File: src/rtl/uart_pkg.sv
// Shared types and constants for the host serial link UART.
// No logic; state encodings and sizing constants only.
// Imported by every UART module.
package uart_pkg;

  // Payload bits per frame (8N1).
  localparam int DATA_BITS = 8;

  // 100 MHz system clock / 115200 baud.
  localparam int CLKS_PER_BIT_DEFAULT = 868;

  typedef enum logic [1:0] {
    TX_IDLE,
    TX_START,
    TX_DATA,
    TX_STOP
  } tx_state_t;

  typedef enum logic [1:0] {
    RX_IDLE,
    RX_START,
    RX_DATA,
    RX_STOP
  } rx_state_t;

endpackage

File: src/rtl/baud_counter.sv
// Bit-period counter: counts 0..lastVal and pulses tick on the terminal count.
// tick is combinational from the count register; count wraps to 0 on tick.
// No backpressure; clr holds the count at 0 and suppresses tick.
module baud_counter
  import uart_pkg::*;
#(
  parameter int CLKS_PER_BIT = CLKS_PER_BIT_DEFAULT,
  parameter int CW           = $clog2(CLKS_PER_BIT)
) (
  input  logic          clk,
  input  logic          rst,
  input  logic          clr,
  input  logic [CW-1:0] lastVal,
  output logic          tick
);

  logic [CW-1:0] count;

  assign tick = !clr && (count == lastVal);

  // Free-running period counter, cleared while the owning FSM is idle.
  always_ff @(posedge clk or negedge rst) begin
    if (!rst) begin
      count <= '0;
    end else if (clr || (count == lastVal)) begin
      count <= '0;
    end else begin
      count <= count + 1'b1;
    end
  end

endmodule

File: src/rtl/uart_rx.sv
// 8N1 serial receiver with 2-flop input synchronizer and mid-bit sampling.
// rxValid pulses for one cycle right after the stop-bit sample (~2+CPB/2+9*CPB cycles).
// No backpressure: each good byte is presented once; framing errors are dropped.
module uart_rx
  import uart_pkg::*;
#(
  parameter int CLKS_PER_BIT = CLKS_PER_BIT_DEFAULT
) (
  input  logic                 clk,
  input  logic                 rst,
  input  logic                 rxIn,
  output logic [DATA_BITS-1:0] rxData,
  output logic                 rxValid
);

  localparam int CW = $clog2(CLKS_PER_BIT);
  localparam int IW = $clog2(DATA_BITS);
  localparam logic [CW-1:0] BIT_LAST  = CW'(CLKS_PER_BIT - 1);
  localparam logic [CW-1:0] HALF_LAST = CW'(CLKS_PER_BIT / 2 - 1);
  localparam logic [IW-1:0] IDX_LAST  = IW'(DATA_BITS - 1);

  rx_state_t            state, stateNext;
  logic [1:0]           rxSync;
  logic                 rxS;
  logic [DATA_BITS-1:0] shiftReg, shiftNext;
  logic [IW-1:0]        bitIdx, bitIdxNext;
  logic [DATA_BITS-1:0] dataNext;
  logic                 validNext;
  logic                 baudClr;
  logic [CW-1:0]        baudLast;
  logic                 baudTick;

  // Two-flop synchronizer; resets to the idle (mark) level.
  always_ff @(posedge clk or negedge rst) begin
    if (!rst) begin
      rxSync <= 2'b11;
    end else begin
      rxSync <= {rxSync[0], rxIn};
    end
  end

  assign rxS = rxSync[1];

  // A half-period in START lands on the middle of the start bit; the wrap there
  // re-aligns the counter so later full periods hit the middle of each bit.
  assign baudClr  = (state == RX_IDLE);
  assign baudLast = (state == RX_START) ? HALF_LAST : BIT_LAST;

  baud_counter #(
    .CLKS_PER_BIT (CLKS_PER_BIT),
    .CW           (CW)
  ) uBaud (
    .clk     (clk),
    .rst     (rst),
    .clr     (baudClr),
    .lastVal (baudLast),
    .tick    (baudTick)
  );

  // State, shift register and registered byte/valid outputs.
  always_ff @(posedge clk or negedge rst) begin
    if (!rst) begin
      state    <= RX_IDLE;
      shiftReg <= '0;
      bitIdx   <= '0;
      rxData   <= '0;
      rxValid  <= 1'b0;
    end else begin
      state    <= stateNext;
      shiftReg <= shiftNext;
      bitIdx   <= bitIdxNext;
      rxData   <= dataNext;
      rxValid  <= validNext;
    end
  end

  // Next-state: detect start, confirm it mid-bit, shift in data, check stop.
  always_comb begin
    stateNext  = state;
    shiftNext  = shiftReg;
    bitIdxNext = bitIdx;
    dataNext   = rxData;
    validNext  = 1'b0;
    case (state)
      RX_IDLE: begin
        bitIdxNext = '0;
        if (!rxS) begin
          stateNext = RX_START;
        end
      end
      RX_START: begin
        if (baudTick) begin
          // Line back high at mid start bit: treat as a glitch.
          stateNext = rxS ? RX_IDLE : RX_DATA;
        end
      end
      RX_DATA: begin
        if (baudTick) begin
          shiftNext  = {rxS, shiftReg[DATA_BITS-1:1]};
          bitIdxNext = bitIdx + 1'b1;
          if (bitIdx == IDX_LAST) begin
            stateNext = RX_STOP;
          end
        end
      end
      RX_STOP: begin
        if (baudTick) begin
          // Straight back to IDLE so a following start bit is not missed.
          if (rxS) begin
            dataNext  = shiftReg;
            validNext = 1'b1;
          end
          stateNext = RX_IDLE;
        end
      end
      default: begin
        stateNext = RX_IDLE;
      end
    endcase
  end

endmodule

File: src/rtl/uart_tx.sv
// 8N1 serial transmitter: start bit, 8 data bits LSB first, stop bit.
// Start bit appears the cycle after the accepting edge; frame is 10 bit periods.
// Strobes while busy are dropped, not queued; busy low means the next strobe is taken.
module uart_tx
  import uart_pkg::*;
#(
  parameter int CLKS_PER_BIT = CLKS_PER_BIT_DEFAULT
) (
  input  logic                 clk,
  input  logic                 rst,
  input  logic [DATA_BITS-1:0] txData,
  input  logic                 txStb,
  output logic                 tx,
  output logic                 txBusy
);

  localparam int CW = $clog2(CLKS_PER_BIT);
  localparam int IW = $clog2(DATA_BITS);
  localparam logic [CW-1:0] BIT_LAST  = CW'(CLKS_PER_BIT - 1);
  localparam logic [IW-1:0] IDX_LAST  = IW'(DATA_BITS - 1);

  tx_state_t            state, stateNext;
  logic [DATA_BITS-1:0] shiftReg, shiftNext;
  logic [IW-1:0]        bitIdx, bitIdxNext;
  logic                 txReg, txNext;
  logic                 baudClr;
  logic                 baudTick;

  // Counter only runs while a frame is on the wire.
  assign baudClr = (state == TX_IDLE);

  baud_counter #(
    .CLKS_PER_BIT (CLKS_PER_BIT),
    .CW           (CW)
  ) uBaud (
    .clk     (clk),
    .rst     (rst),
    .clr     (baudClr),
    .lastVal (BIT_LAST),
    .tick    (baudTick)
  );

  // State, shift register and registered line output; line idles high.
  always_ff @(posedge clk or negedge rst) begin
    if (!rst) begin
      state    <= TX_IDLE;
      shiftReg <= '0;
      bitIdx   <= '0;
      txReg    <= 1'b1;
    end else begin
      state    <= stateNext;
      shiftReg <= shiftNext;
      bitIdx   <= bitIdxNext;
      txReg    <= txNext;
    end
  end

  // Next-state and next line level; the line value is chosen one cycle ahead
  // so each bit lands exactly on the period boundary.
  always_comb begin
    stateNext  = state;
    shiftNext  = shiftReg;
    bitIdxNext = bitIdx;
    txNext     = txReg;
    case (state)
      TX_IDLE: begin
        txNext = 1'b1;
        if (txStb) begin
          shiftNext  = txData;
          bitIdxNext = '0;
          txNext     = 1'b0;
          stateNext  = TX_START;
        end
      end
      TX_START: begin
        if (baudTick) begin
          txNext    = shiftReg[0];
          stateNext = TX_DATA;
        end
      end
      TX_DATA: begin
        if (baudTick) begin
          // Index wraps 7 -> 0 on the way out to STOP.
          bitIdxNext = bitIdx + 1'b1;
          if (bitIdx == IDX_LAST) begin
            txNext    = 1'b1;
            stateNext = TX_STOP;
          end else begin
            shiftNext = shiftReg >> 1;
            txNext    = shiftReg[1];
          end
        end
      end
      TX_STOP: begin
        if (baudTick) begin
          txNext    = 1'b1;
          stateNext = TX_IDLE;
        end
      end
      default: begin
        txNext    = 1'b1;
        stateNext = TX_IDLE;
      end
    endcase
  end

  assign tx     = txReg;
  assign txBusy = (state != TX_IDLE);

endmodule

File: src/rtl/uart_top_blk.sv
// Full-duplex 8N1 UART for the host serial link; independent TX and RX paths.
// TX start bit one cycle after the accepted strobe; RX valid after the stop-bit sample.
// TX ignores strobes while o_tx_busy; RX has no backpressure (one-cycle valid).
module uart_top_blk
  import uart_pkg::*;
#(
  parameter int CLKS_PER_BIT = CLKS_PER_BIT_DEFAULT
) (
  input  logic                 clk,
  input  logic                 rst,
  input  logic                 i_rx,
  input  logic [DATA_BITS-1:0] i_tx_data,
  input  logic                 i_tx_stb,
  output logic                 o_tx,
  output logic                 o_tx_busy,
  output logic [DATA_BITS-1:0] o_rx_data,
  output logic                 o_rx_valid
);

  uart_tx #(
    .CLKS_PER_BIT (CLKS_PER_BIT)
  ) uTx (
    .clk    (clk),
    .rst    (rst),
    .txData (i_tx_data),
    .txStb  (i_tx_stb),
    .tx     (o_tx),
    .txBusy (o_tx_busy)
  );

  uart_rx #(
    .CLKS_PER_BIT (CLKS_PER_BIT)
  ) uRx (
    .clk     (clk),
    .rst     (rst),
    .rxIn    (i_rx),
    .rxData  (o_rx_data),
    .rxValid (o_rx_valid)
  );

endmodule

File: config.mk
export PLATFORM = sky130hd
export DESIGN_NAME = uart_top_blk
export DESIGN_NICKNAME = d
export VERILOG_FILES = /design/src/rtl/uart_pkg.sv /design/src/rtl/baud_counter.sv /design/src/rtl/uart_rx.sv /design/src/rtl/uart_tx.sv /design/src/rtl/uart_top_blk.sv
export SDC_FILE = /design/constraint.sdc
export NUM_CORES = 1
export LEC_CHECK = 0
export ABC_AREA = 1
export CAP_MARGIN = 10
export CORE_ASPECT_RATIO = 0.6
export CORE_MARGIN = 1
export CORE_UTILIZATION = 55
export CTS_BUF_LIST = sky130_fd_sc_hd__clkbuf_8
export CTS_CLUSTER_SIZE = 24
export DETAILED_ROUTE_END_ITERATION = 6
export PLACE_DENSITY = 0.85
export SYNTH_ARGS = -nofsm -noshare
export SYNTH_HDL_FRONTEND = slang
export SYNTH_SLANG_ARGS = --single-unit
File: constraint.sdc
create_clock -name clk -period 2 [get_ports clk]
set_input_delay 0.3 -clock clk [delete_from_list [all_inputs] [get_ports clk]]
set_output_delay 0.3 -clock clk [all_outputs]
set_load 0.02 [all_outputs]
==> results.txt <==
result of the run: completed
number of design-rule violations left by the first detailed-router iteration: 111
Non-Filler Instances: 456
sequential element share of the synthesized area: 50.37%
Max VDD drop: 0.0007013 V
clock-pin slew on the worst setup and hold paths: 0.06 ns
max-capacitance violation count: 0
count of state elements after synthesis: 58
Worst-Skew Late Latency: 0.34 ns
TritonCTS buffer count: 9
Slew headroom: 59.68%
Simple-Gate Fraction of Synth Area: 28.93%
CP Class: flop to primary output
post-synthesis cell area: 2889 um2
buffers added on ports: 22
highest-delay cell along the critical path: dfrtp_1
gr usage total: 23.49%
largest cells by area after synthesis: dfrtp_1 48%, nand2_1 13%, inv_1 6.8%
Hold Path Class: flop to flop
top fanout value on the critical path: 5
setup-violating endpoint count in the final report: 0
post-synthesis async set-or-reset flop share: 100.0%
via count of the first global-routing pass: 2,203
antenna violations before repair: 0
type of element launching the critical path: flop
pin count of the biggest net entering global routing: 36
synthesized-area fraction occupied by xor and xnor cells: 1.516%
detailed-route wire length: 5583 um
Mapped Avg Cell Area: 8.207 um2
Hold Fails Final Rpt: 0
antenna-violating nets left: 0
Root Buffer: clkbuf_8
fraction of layout instances using a drive strength above 1: 9.231%
total negative slack: 0 ns
Max Buffers Root-to-Sink: 2
cell count of the worst hold path: 0
top_reg_cell synth: dfrtp_1
GR Overflow Total: 0
diode count: 0
number of nets produced by synthesis: 374
number of synthesized flops with an enable pin: 0
CP Cell Sequence: inv_1 -> ha_1 -> inv_1 -> dlygate4sd2_1
main combinational cell family by area after synthesis: simple AND/OR/NAND/NOR gates
CP endpoint kind: primary output
Crit. path cell count: 4
Worst Reg2Reg Path Length in Cells: 8
dominant cell by count in the synthesized netlist: nand2_1
weighted congestion reported at the end of routability-driven placement: 0.8979
total iterations of the first detailed-routing run: 5
routed vias: 2,287
H-tree Lvls: 3
Post-CTS Setup Bufs: 0
Ports: 23
initial core utilization: 57.15%
Die Y-Extent: 58.14 um
Static Leak: 0.001882 uW
Die X: 95.57 um
arrival time worst endpoint: 1.56 ns
Worst Clk Skew: 0.01110 ns
most frequent CP cell: inv_1
DR DRC count: 0
Period minus WS final: 1.856 ns
TritonCTS clock tree: yes
mux share of post-synthesis cell area: 0%
DPL Wire Length: 4048 um
top cell type's share of synthesized area: 47.64%
Net count, final: 407
count of placed standard cells including taps: 439
largest delay contributor family on the critical path: buffers and inverters
number of distinct library cell variants in the gate-level netlist after synthesis: 33
transition time at the pin with the least slew margin: 0.5992 ns
commonest cells in the netlist: 99 x nand2_1, 55 x dfrtp_1, 52 x inv_1
max-slew violation count: 0
timing-limited maximum frequency: 538.8 MHz
crit-path max cell delay: 0.39 ns
area of the die: 5556 um2
unrepaired setup endpoints after global routing: no
pwr dens: 930.1 nW/um2
layout-stage area growth over the synthesis result: 16.63%
compound-cell area share of the yosys netlist: 6.020%
number of warning messages in the yosys log: 0
Crit path required time: 1.70 ns
cell taking the most area after synthesis: dfrtp_1
via-per-instance ratio: 5.015
row cnt: 20
Post-Synthesis Cells: 352
post-synthesis share of cell area spent on full adders, half adders and majority gates: 4.331%
share of the clock period used by the worst path: 92.79%
average wire per standard cell: 12.24 um
first-pass GRT wire length: 9632 um
Sinks on Clock Net: 58
number of buffers and inverters on the critical path: 3
Placeable Area: 5055 um2
metal layers:
| metal | share of wire, % | wire length, um | up-vias | track usage [%] |
|---|---|---|---|---|
| li1 | - | - | 1180 | - |
| met1 | 49 | 2744 | 1047 | 30.72 |
| met2 | 45 | 2513 | 53 | 36.73 |
| met3 | 5.0 | 280 | 7 | 9.711 |
| met4 | 0.81 | 45 | 0 | 5.544 |
| met5 | 0 | 0 | - | 0 |
cells in the final DEF (no fill, tap or decap), types with 2 or more instances in the layout:
cell type	count
nand3_4	2
inv_2	4
nand4_1	14
ha_1	9
buf_4	3
o21ai_1	15
nor4_1	2
nand2_1	99
clkbuf_8	10
nand3_1	19
inv_1	55
nor3_1	8
nor2_4	2
clkdlybuf4s50_1	20
nor2_1	34
o21ai_0	4
a21oi_1	6
clkinv_1	2
dfrtp_1	55
clkinv_2	2
dfstp_2	3
xor2_1	4
flip-flops by register name, summed over array words and instances, names as in the netlist, 2 cells and up, named ones only:
register / count
uRx.bitIdx: 3
uRx.rxData: 8
uRx.rxSync: 2
uRx.shiftReg: 8
uRx.uBaud.count: 10
uTx.bitIdx: 3
uTx.shiftReg: 8
uTx.state: 2
uTx.uBaud.count: 10
repair_timing:
action	CTS	global route
gates resized for setup	1	1
endpoints found under the setup margin	1	10
hold buffers	1	0
endpoints found under the hold margin	21	0
pin swaps	0	0
cell families (layout without fill, tap and decap cells):
kind of cell	count (synthesis)	in the layout
buf+inv	63	101
simple gates	186	186
compound gates	30	30
xor+xnor	5	5
fa+ha+maj	10	10
flops	58	58
worst paths after layout:
path | start | end | slack (ns)
max | uTx.state[0] | o_tx_busy | 0.14
min | uRx.rxSync[0] | uRx.rxSync[1] | 0.36
max reg2reg | uTx.state[0] | uTx.shiftReg[7] | 0.29
min reg2reg | uRx.rxSync[0] | uRx.rxSync[1] | 0.36
max in group asynchronous | rst | uTx.tx | 0.88
min in group asynchronous | rst | uRx.rxValid | 0.47
report_power, final:
group	internal (uW)	leakage (uW)	switching, uW	total, uW
clock network	465	0.0000958	451	915
logic	282	0.00102	513	796
registers	1320	0.000767	98.1	1420
total	2070	0.00188	1060	3130
stage by stage:
| step | total power (uW) | worst slack (ns) | utilization [%] | cell area [um2] | hold slack [ns] |
|---|---|---|---|---|---|
| floorplan | 1968 | 0.3086 | - | 2889 | 0.004409 |
| finish | 3134 | 0.1442 | 66.66 | 3369 | 0.3550 |
| global route | 3366 | 0.03743 | 66.66 | 3369 | 0.3605 |
| global placement | 2194 | 0.2796 | 63.14 | 3192 | 0.3061 |
| detailed placement | 2240 | 0.1651 | 63.14 | 3192 | 0.3186 |
| CTS | 3156 | 0.1440 | 66.61 | 3367 | 0.3558 |
cell type report:
type	count	area, um2
multi-input cells	231	1181
fillers	411	1685
flip-flops and latches	58	1455
clock buffers	10	137.6
well taps	66	82.58
inverters	58	217.7
clock inverters	6	28.78
repair buffers	27	266.5
(Power assumes the default switching activity.)
==> RTL edit: new RTL, same settings <==
Set the package constant `DATA_BITS` to 4 (it was 8).
--- a/src/rtl/uart_pkg.sv
+++ b/src/rtl/uart_pkg.sv
@@ -5,5 +5,5 @@
 
   // Payload bits per frame (8N1).
-  localparam int DATA_BITS = 8;
+  localparam int DATA_BITS = 4;
 
   // 100 MHz system clock / 115200 baud.
Ports: changed (resized i_tx_data and o_rx_data); port bits go from 23 to 15. No check against the original RTL was run, so the function may have changed too.
==> RTL edit against the unedited design <==
- non-clock buffer count is 11 lower
- worst setup slack better by 0.068 ns
- final cell count fell by 28%
- synthesized area shrank 26%
- combinational power shrank 16%
- final area fell by 26%
- critical path depth stayed put
- wire length down 27%
- power fell by 21%
- count of clock-buffer cells in the layout down 5
- clock skew up 0.0014 ns
- sequential cell count shrank 14
- register-to-register slack about the same
- core utilization grew 0.48 points
- critical path type unchanged
==> RTL edit: results <==
set metrics [dict create \
    run_status "completed" \
    finalClockSkew_ns 0.01247 \
    cpLargestDelayFamily "buffers and inverters" \
    synth_warnings 0 \
    drt_pre_antenna_iters 4 \
    numPortBuffers 14 \
    gp_congestion 0.8396 \
    cts.clk_slew.worst_paths_ns 0.09 \
    ys_seq_area_frac 0.5146 \
    grt_use_total 0.2310 \
    cpPeakStageDelay_ns 0.40 \
    top_regs "uRx.uBaud.count x10, uTx.uBaud.count x10" \
    numCtsBuffers 5 \
    clkLatencyLatePin_ns 0.31 \
    synth_area_leaders "dfrtp_1 (48%), nand2_1 (12%), nor2_1 (5.2%)" \
    layout-drive-gt1-share 0.08929 \
    syn_area_per_cell_um2 8.387 \
    hpwl_mm 2.976 \
    tightestPinTransition_ns 0.3515 \
    post_cts_buffers 0 \
    path_max_fanout 4 \
    p_leak_nw 1.235 \
    grt_pass1_vias 1540 \
    wl_mm 4.099 \
    placed_cells 318 \
    via_count 1738 \
    drt_iter0_drc 125 \
    cp.arrival_ns 1.49 \
    grt_pass1_wl_mm 6.996 \
    n_antenna_cell 0 \
    cts_max_level 2 \
    hold_violations 0 \
    synth_nets 272 \
    crit_slowest_cell "dfrtp_1" \
    clk_path_buf_depth 2 \
    nets 295 \
    dp_slack_ns 0.2784 \
    fin_cells 327 \
    placed_area_um2 2361 \
    grt_max_degree 45 \
    ir_drop_v 0.0006896 \
    synthTopCellsByCount "nand2_1 (68), dfrtp_1 (41), nor2_1 (30)" \
    synth_cell_types 26 \
]
==> RTL edit: cell types whose count changed in the layout (fill, tap and decap cells not counted), sizes merged, moves of 7 or more <==
cell / before / now
inv: 59 / 30
nand2: 100 / 74
dfrtp: 55 / 41
o21ai: 20 / 11
clkdlybuf4s50: 20 / 12
a21oi: 6 / 13
==> RTL edit: worst reg2reg max path, stage by stage, from the launching register on <==
cell and delay [ns]:
dfrtp_1 0.37, ha_1 0.22, nand3_1 0.09, nor3_1 0.33, nand2_1 0.14, nand2_2 0.15
nand3_1 0.16, nand2_1 0.10, nand2_1 0.05
==> RTL edit: cell type report <==
| class | count | area [um2] |
|---|---|---|
| fillers | 299 | 1216 |
| repair buffers | 16 | 163.9 |
| clock buffers | 5 | 68.82 |
| multi-input cells | 182 | 929.6 |
| inverters | 30 | 112.6 |
| clock inverters | 3 | 46.29 |
| well taps | 47 | 58.81 |
| flip-flops and latches | 44 | 1105 |
==> RTL edit: final timing paths <==
kind / start / endpoint / slack, ns / cells past startpoint
max in group asynchronous: rst / uTx.tx / 1.25 / 3
min reg2reg: uRx.rxSync[0] / uRx.rxSync[1] / 0.36 / 0
min in group asynchronous: rst / uRx.rxData[0] / 0.49 / 3
min: uRx.rxSync[0] / uRx.rxSync[1] / 0.36 / 0
max: uTx.state[0] / o_tx_busy / 0.21 / 4
max reg2reg: uTx.uBaud.count[0] / uTx.shiftReg[1] / 0.29 / 8
==> RTL edit: report_power, final <==
| group | internal (mW) | switching, mW |
|---|---|---|
| logic | 0.240 | 0.432 |
| registers | 1.02 | 0.0885 |
| clock network | 0.376 | 0.326 |
==> RTL edit: timing repair <==
action	4_1_cts	5_1_grt
hold buffers	1	0
endpoints found under the setup margin	1	0
resized for setup	1	0
hold endpoints to repair	41	0
==> RTL edit: cell families (layout without fill, tap and decap cells) <==
| family | after synthesis | in the layout | share of synthesized area |
|---|---|---|---|
| buffers and inverters | 30 | 54 | 0.05245 |
| xor gates and xnor gates | 4 | 4 | 0.01632 |
| AOI/OAI and AO/OA | 27 | 27 | 0.07110 |
| and+or+nand+nor | 143 | 143 | 0.2990 |
| adders and majority gates | 8 | 8 | 0.04662 |
| DFF | 44 | 44 | 0.5146 |
==> RTL edit: per-layer routing <==
| layer | global-route usage | wire length [um] | up-vias | part of all wire |
|---|---|---|---|---|
| met5 | 0 | 0 | - | 0 |
| met4 | 0.08621 | 45 | 0 | 0.011 |
| met3 | 0.06000 | 270 | 5 | 0.066 |
| met2 | 0.3183 | 1666 | 48 | 0.41 |
| met1 | 0.3465 | 2117 | 811 | 0.52 |
| li1 | - | - | 874 | - |
